$ cat src/rtl/mod_add_serial.sv
// -----------------------------------------------------------------------------
// mod_add_serial
//   Nibble-serial modular adder: result = (a + b) mod m for W-bit operands.
//   One 4-bit carry-lookahead slice is reused every cycle. The first pass
//   (ADD) forms the W+1 bit sum {s_hi, s}. The second pass (SUB) forms
//   d = s - m as s + ~m + 1. The final result keeps d when that subtraction
//   did not borrow, and keeps s otherwise. One operation is in flight at a time.
//
// Ports
//   clk        clock, rising edge
//   rst        asynchronous, active-high reset
//   in_valid   operand set a/b/m valid
//   in_ready   operands accepted (high only in IDLE)
//   a, b       addends, expected < m
//   m          modulus
//   out_valid  result valid (high only in DONE)
//   out_ready  downstream accepts result
//   result     (a + b) mod m, stable while out_valid is high
// -----------------------------------------------------------------------------
module mod_add_serial #(
  parameter int W = 256
) (
  input  logic         clk,
  input  logic         rst,
  input  logic         in_valid,
  output logic         in_ready,
  input  logic [W-1:0] a,
  input  logic [W-1:0] b,
  input  logic [W-1:0] m,
  output logic         out_valid,
  input  logic         out_ready,
  output logic [W-1:0] result
);

  localparam int N     = W / 4;
  localparam int IDX_W = (N > 1) ? $clog2(N) : 1;
  localparam logic [IDX_W-1:0] LAST_IDX = IDX_W'(N - 1);

  localparam logic [1:0] S_IDLE = 2'd0;
  localparam logic [1:0] S_ADD  = 2'd1;
  localparam logic [1:0] S_SUB  = 2'd2;
  localparam logic [1:0] S_DONE = 2'd3;

  // 4-bit carry-lookahead slice (CLA_ADD_4): returns {c_out, sum}.
  function automatic logic [4:0] cla_add_4(input logic [3:0] x,
                                           input logic [3:0] y,
                                           input logic       c_in);
    logic [3:0] g;
    logic [3:0] p;
    logic [4:0] c;
    g    = x & y;
    p    = x ^ y;
    c[0] = c_in;
    c[1] = g[0] | (p[0] & c[0]);
    c[2] = g[1] | (p[1] & g[0]) | (p[1] & p[0] & c[0]);
    c[3] = g[2] | (p[2] & g[1]) | (p[2] & p[1] & g[0])
         | (p[2] & p[1] & p[0] & c[0]);
    c[4] = g[3] | (p[3] & g[2]) | (p[3] & p[2] & g[1])
         | (p[3] & p[2] & p[1] & g[0]) | (p[3] & p[2] & p[1] & p[0] & c[0]);
    return {c[4], p ^ c[3:0]};
  endfunction

  logic [1:0]       state_q,  state_d;
  logic [IDX_W-1:0] idx_q,    idx_d;
  logic             carry_q,  carry_d;
  logic             s_hi_q,   s_hi_d;
  logic [W-1:0]     s_q,      s_d;
  logic [W-1:0]     d_q,      d_d;
  logic [W-1:0]     result_q, result_d;
  logic [W-1:0]     a_q,      a_d;
  logic [W-1:0]     b_q,      b_d;
  logic [W-1:0]     m_q,      m_d;

  // The single shared slice. ADD feeds it a/b nibbles. SUB feeds it s and ~m nibbles.
  logic [3:0] op_x;
  logic [3:0] op_y;
  logic [4:0] slice_out;
  logic [3:0] slice_sum;
  logic       slice_cout;

  assign op_x       = (state_q == S_SUB) ? s_q[4*idx_q +: 4]  : a_q[4*idx_q +: 4];
  assign op_y       = (state_q == S_SUB) ? ~m_q[4*idx_q +: 4] : b_q[4*idx_q +: 4];
  assign slice_out  = cla_add_4(op_x, op_y, carry_q);
  assign slice_sum  = slice_out[3:0];
  assign slice_cout = slice_out[4];

  always_comb begin
    // NOTE: every signal gets a hold-value default first so that no path
    // through the case statement leaves one unassigned (which would infer a latch).
    state_d  = state_q;
    idx_d    = idx_q;
    carry_d  = carry_q;
    s_hi_d   = s_hi_q;
    s_d      = s_q;
    d_d      = d_q;
    result_d = result_q;
    a_d      = a_q;
    b_d      = b_q;
    m_d      = m_q;

    case (state_q)
      S_IDLE: begin
        if (in_valid) begin
          a_d     = a;
          b_d     = b;
          m_d     = m;
          idx_d   = '0;
          carry_d = 1'b0;
          state_d = S_ADD;
        end
      end
      S_ADD: begin
        s_d[4*idx_q +: 4] = slice_sum;
        carry_d           = slice_cout;
        idx_d             = idx_q + 1'b1;
        if (idx_q == LAST_IDX) begin
          s_hi_d  = slice_cout;
          idx_d   = '0;
          carry_d = 1'b1;             // the +1 of the two's complement of m
          state_d = S_SUB;
        end
      end
      S_SUB: begin
        d_d[4*idx_q +: 4] = slice_sum;
        carry_d           = slice_cout;
        idx_d             = idx_q + 1'b1;
        if (idx_q == LAST_IDX) begin
          idx_d    = '0;
          // {s_hi, s} >= m exactly when the W+1 bit sum carried out or
          // the W-bit subtraction produced no borrow.
          result_d = (s_hi_q | slice_cout) ? d_d : s_q;
          state_d  = S_DONE;
        end
      end
      S_DONE: begin
        if (out_ready) state_d = S_IDLE;
      end
      default: state_d = S_IDLE;
    endcase
  end

  // NOTE: all state is updated with non-blocking assignments, so every flop
  // samples its _d value from before the clock edge, whatever the statement order.
  always_ff @(posedge clk or posedge rst) begin
    if (rst) begin
      state_q  <= S_IDLE;
      idx_q    <= '0;
      carry_q  <= 1'b0;
      s_hi_q   <= 1'b0;
      s_q      <= '0;
      d_q      <= '0;
      result_q <= '0;
      a_q      <= '0;
      b_q      <= '0;
      m_q      <= '0;
    end else begin
      state_q  <= state_d;
      idx_q    <= idx_d;
      carry_q  <= carry_d;
      s_hi_q   <= s_hi_d;
      s_q      <= s_d;
      d_q      <= d_d;
      result_q <= result_d;
      a_q      <= a_d;
      b_q      <= b_d;
      m_q      <= m_d;
    end
  end

  // Handshake outputs come from state only, so they have no combinational path from inputs.
  assign in_ready  = (state_q == S_IDLE);
  assign out_valid = (state_q == S_DONE);
  assign result    = result_q;

endmodule

$ cat config.mk
export PLATFORM = sky130hd
export DESIGN_NAME = mod_add_serial
export DESIGN_NICKNAME = d
export VERILOG_FILES = /design/src/rtl/mod_add_serial.sv
export SDC_FILE = /design/constraint.sdc
export NUM_CORES = 2
export LEC_CHECK = 0
export CAP_MARGIN = 25
export CORE_MARGIN = 2
export CORE_UTILIZATION = 45
export DETAILED_ROUTE_END_ITERATION = 8
export PLACE_DENSITY = 0.65
export SLEW_MARGIN = 20
export SYNTH_ARGS = -nofsm -noshare
export SYNTH_HDL_FRONTEND = slang
export SYNTH_SLANG_ARGS = --single-unit
$ cat constraint.sdc
create_clock -name clk -period 91.5 [get_ports clk]
set_input_delay 22.875 -clock clk [delete_from_list [all_inputs] [get_ports clk]]
set_output_delay 22.875 -clock clk [all_outputs]
set_load 0.03 [all_outputs]
==> impl_metrics.env <==
export IMPL_port_buffers=1029
export IMPL_max_clock_path_buffers=3
export IMPL_crit_path_top_delay_cell="buf_4"
export IMPL_synthTopCellsByArea="dfrtp_1 (54%), mux2_2 (19%), mux4_2 (7.9%)"
export IMPL_clk_latency_ps=820
export IMPL_worst_path_max_fanout=164
export IMPL_fin_cells=8629
export IMPL_grt_max_degree=175
export IMPL_postCtsSetupBuffers=0
export IMPL_die_y_um=404
export IMPL_worst_pin_slew_ps=1170
export IMPL_htree_levels=4
export IMPL_cts_tree="yes"
export IMPL_min_from="d_q[222]$_DFFE_PP0P_"
export IMPL_yosys_cell_count_top_type="dfrtp_1"
export IMPL_drtAntennaViolNets=0
export IMPL_critPathKind="input port to flip-flop"
export IMPL_synth_cells=5437
export IMPL_drt_iter0_drc=5551
export IMPL_rows=146
export IMPL_synth_top_area_share_pct=53.8
export IMPL_maxSlewViolCount=0
export IMPL_fin_total_pwr_mw=3.08
export IMPL_placed_cells=8266
export IMPL_cp_buffers_inverters=7
export IMPL_setup_slack_ps=63790
export IMPL_route_detailed_drc=0
export IMPL_synth_compound_area_share_pct=5.55
export IMPL_rsz0062_at_grt="no"
export IMPL_reg2reg_slack_ps=83470
export IMPL_die_w_um=404
export IMPL_cts_buffers=171
export IMPL_fin_crit_ps=27710
export IMPL_worstPathArrival_ps=28360
export IMPL_via_per_inst=6.12
export IMPL_muxShareOfSynthArea_pct=30.7
export IMPL_vias=52800
export IMPL_syn_area_sq_um=71900
export IMPL_met1_usage_pct=44.7
export IMPL_dp_slack_ps=62860
export IMPL_synth_edf_count=0
export IMPL_critical_path_max_stage_delay_ps=750
export IMPL_powerDensity_nw_per_um2=34.1
export IMPL_p_sw_share_pct=41.8
export IMPL_comb_power_share_pct=44.8
export IMPL_setup_viol_count_final=0
export IMPL_ios=1030
export IMPL_place_hpwl_mm=215
export IMPL_register_area_sq_um=38700
export IMPL_nets=7163
export IMPL_p_leak_nw=38.1
export IMPL_synth_cell_types=66
export IMPL_critPathLaunchType="input port"
export IMPL_cp_required_ps=92150
export IMPL_antenna_found_initial=112
export IMPL_grtUsageMet3_pct=10.2
export IMPL_cts_sinks=1546
export IMPL_r2r_cells=15
export IMPL_grtUsageTotal_pct=34.7
export IMPL_reg2reg_from="idx_q[1]$_DFFE_PP0P_"
export IMPL_wl_mm=287
export IMPL_crit_path_start="in_valid"
export IMPL_seqPwrFrac_pct=32.3
export IMPL_clockRootBuffer="clkbuf_16"
export IMPL_ir_worst_vdd_mv=0.0932
export IMPL_core_sq_um=159000
export IMPL_hold_viol_final=0
export IMPL_rr_endpoint="result[83]$_DFFE_PP0P_"
export IMPL_synth_ff_type="dfrtp_1"
export IMPL_overflow=0
export IMPL_worstPathCellList="clkdlybuf4s50_1 -> nand2_4 -> buf_12 -> buf_4 -> buf_12 -> buf_4 -> buf_4 -> buf_4 -> mux2_2"
export IMPL_async_reset_ff_share_pct=100
export IMPL_min_to="d_q[222]$_DFFE_PP0P_"
export IMPL_yosysWarnings=0
export IMPL_ys_seq_elements=1546
export IMPL_dieArea_sq_um=163000
export IMPL_grt_use_met2_pct=54.0
export IMPL_grt_pass1_wl_mm=401
export IMPL_synthXorXnorAreaFrac_pct=0.157
export IMPL_grt_pass1_vias=52900
export IMPL_place_gp_congestion=0.962
export IMPL_outcome="complete, no violations"
export IMPL_postCtsResizedCells=0
export IMPL_synth_top_family_by_area="multiplexers"
export IMPL_holdWs_ps=475
export IMPL_drv_cap=0
export IMPL_drtPass1Iterations=8
export IMPL_setup_worst_path_end_class="flip-flop"
export IMPL_multi_input_area_sq_um=31900
export IMPL_path_clk_slew_ps=60
export IMPL_yosysSeqAreaShare_pct=53.8
export IMPL_worstHoldPathCells=2
export IMPL_synthSimpleGateAreaFrac_pct=7.44
export IMPL_yosys_top_cells_count="dfrtp_1 (1546), mux2_2 (1226), nand2_1 (453), mux2i_1 (259), clkbuf_1 (258)"
export IMPL_syn_area_per_cell_sq_um=13.2
export IMPL_setup_tns_ps=0
export IMPL_final_period_utilization_pct=30.3
export IMPL_wl_per_cell_um=33.2
export IMPL_relSlewSlack_pct=21.8
export IMPL_hold_path_class="flip-flop to flip-flop"
export IMPL_clkPwrFrac_pct=22.9
export IMPL_path_delay_family="buffers and inverters"
export IMPL_synth_fp_nets=6222
export IMPL_drive_above_1_share_pct=29.5
export IMPL_busiest_layer="met2"
export IMPL_area_delta_synth_final_pct=25.6
export IMPL_cts_hold_fix_buffers=0
export IMPL_finClkSkew_ps=55.1
export IMPL_crit_top_cell="buf_4"
export IMPL_fmax_ghz=0.0361
export IMPL_fillerInstances=13200
export IMPL_p_switching_mw=1.29
export IMPL_synth_fa_ha_area_share_pct=0.237
export IMPL_initial_core_util_pct=45.4
export IMPL_power_internal_mw=1.79
export IMPL_yosysTopAreaCell="dfrtp_1"
-- tightest hold or removal path, delay by kind of cell (launching register included) --
| family | cells | cell delay (ps) |
|---|---|---|
| AO/OA/AOI/OAI | 1 | 60 |
| flip-flops | 1 | 330 |
| AND/OR/NAND/NOR | 1 | 40 |
-- flip-flops by register name, indices dropped and copies added (netlist names) --
register	flops
s_q	256
m_q	256
b_q	256
s_hi_q	1
d_q	256
carry_q	1
a_q	256
result	256
idx_q	6
state_q	2
-- worst max-delay path by stage --
stage / endpoint / slack (ps) / cells after the start
detailed placement: a_q[194]$_DFFE_PP0P_ / 62860 / 8
finish: a_q[70]$_DFFE_PP0P_ / 63790 / 9
CTS: a_q[78]$_DFFE_PP0P_ / 63680 / 8
global placement: a_q[195]$_DFFE_PP0P_ / 62610 / 8
floorplan: a_q[0]$_DFFE_PP0P_ / 25010 / 1
global route: a_q[78]$_DFFE_PP0P_ / 63500 / 9
-- per-stage QoR --
step                      area (sq um)  util, %
after detailed placement         84300     53.2
after global placement           84300     53.2
after CTS                        90000     56.8
after global routing             90300     57.0
final                            90400     57.0
after floorplan                  71900        -
-- logic make-up (layout without fill, tap and decap cells) --
family / after synthesis / in the layout
multiplexers: 1738 / 1738
flip-flops: 1546 / 1546
AND/OR/NAND/NOR: 1139 / 1139
AO/OA/AOI/OAI: 613 / 613
buffers and inverters: 379 / 1446
adder cells (fa/ha/maj): 13 / 13
XOR/XNOR: 9 / 9
other: 0 / 53
-- cell usage in the layout (no fill, tap or decap), drive strengths merged, types with 10 or more instances in the layout --
master,instances
a211oi,66
a21o,48
a21oi,66
a22o,14
a31oi,16
and2,13
and3,26
buf,101
bufinv,11
clkbuf,256
clkdlybuf4s50,1029
clkinv,32
dfrtp,1546
diode,53
ha,12
inv,15
mux2,1226
mux2i,260
mux4,252
nand2,455
nand2b,10
nand3,240
nand4,25
nor2,188
nor2b,32
nor3,110
nor4,21
o211ai,122
o21ai,193
o22ai,32
-- power by group through the flow --
| stage | clock network [mW] | logic, mW | registers [mW] |
|---|---|---|---|
| 3_5_place_dp | 0 | 1.34 | 1.00 |
| 5_1_grt | 0.739 | 1.42 | 1.01 |
| 2_1_floorplan | 0 | 0.865 | 0.943 |
| 6_report | 0.705 | 1.38 | 0.993 |
| 4_1_cts | 0.710 | 1.34 | 0.990 |
| 3_3_place_gp | 0 | 1.32 | 0.993 |
-- layout make-up --
type	instances	share of cell area (%)
multi-input combinational	3512	35.3
clock buffer	253	5.54
clock inverter	46	0.733
inverter	14	0.0665
sequential	1546	42.8
tap	2072	2.87
antenna	53	0.147
timing repair buffer	1133	12.5
-- per-layer routing --
layer / up-vias / part of all wire [%]
met5: - / 0.15
li1: 22000 / -
met4: 64 / 5.2
met1: 27500 / 38
met2: 2599 / 46
met3: 593 / 9.8
Power figures use the tool's default switching activity.
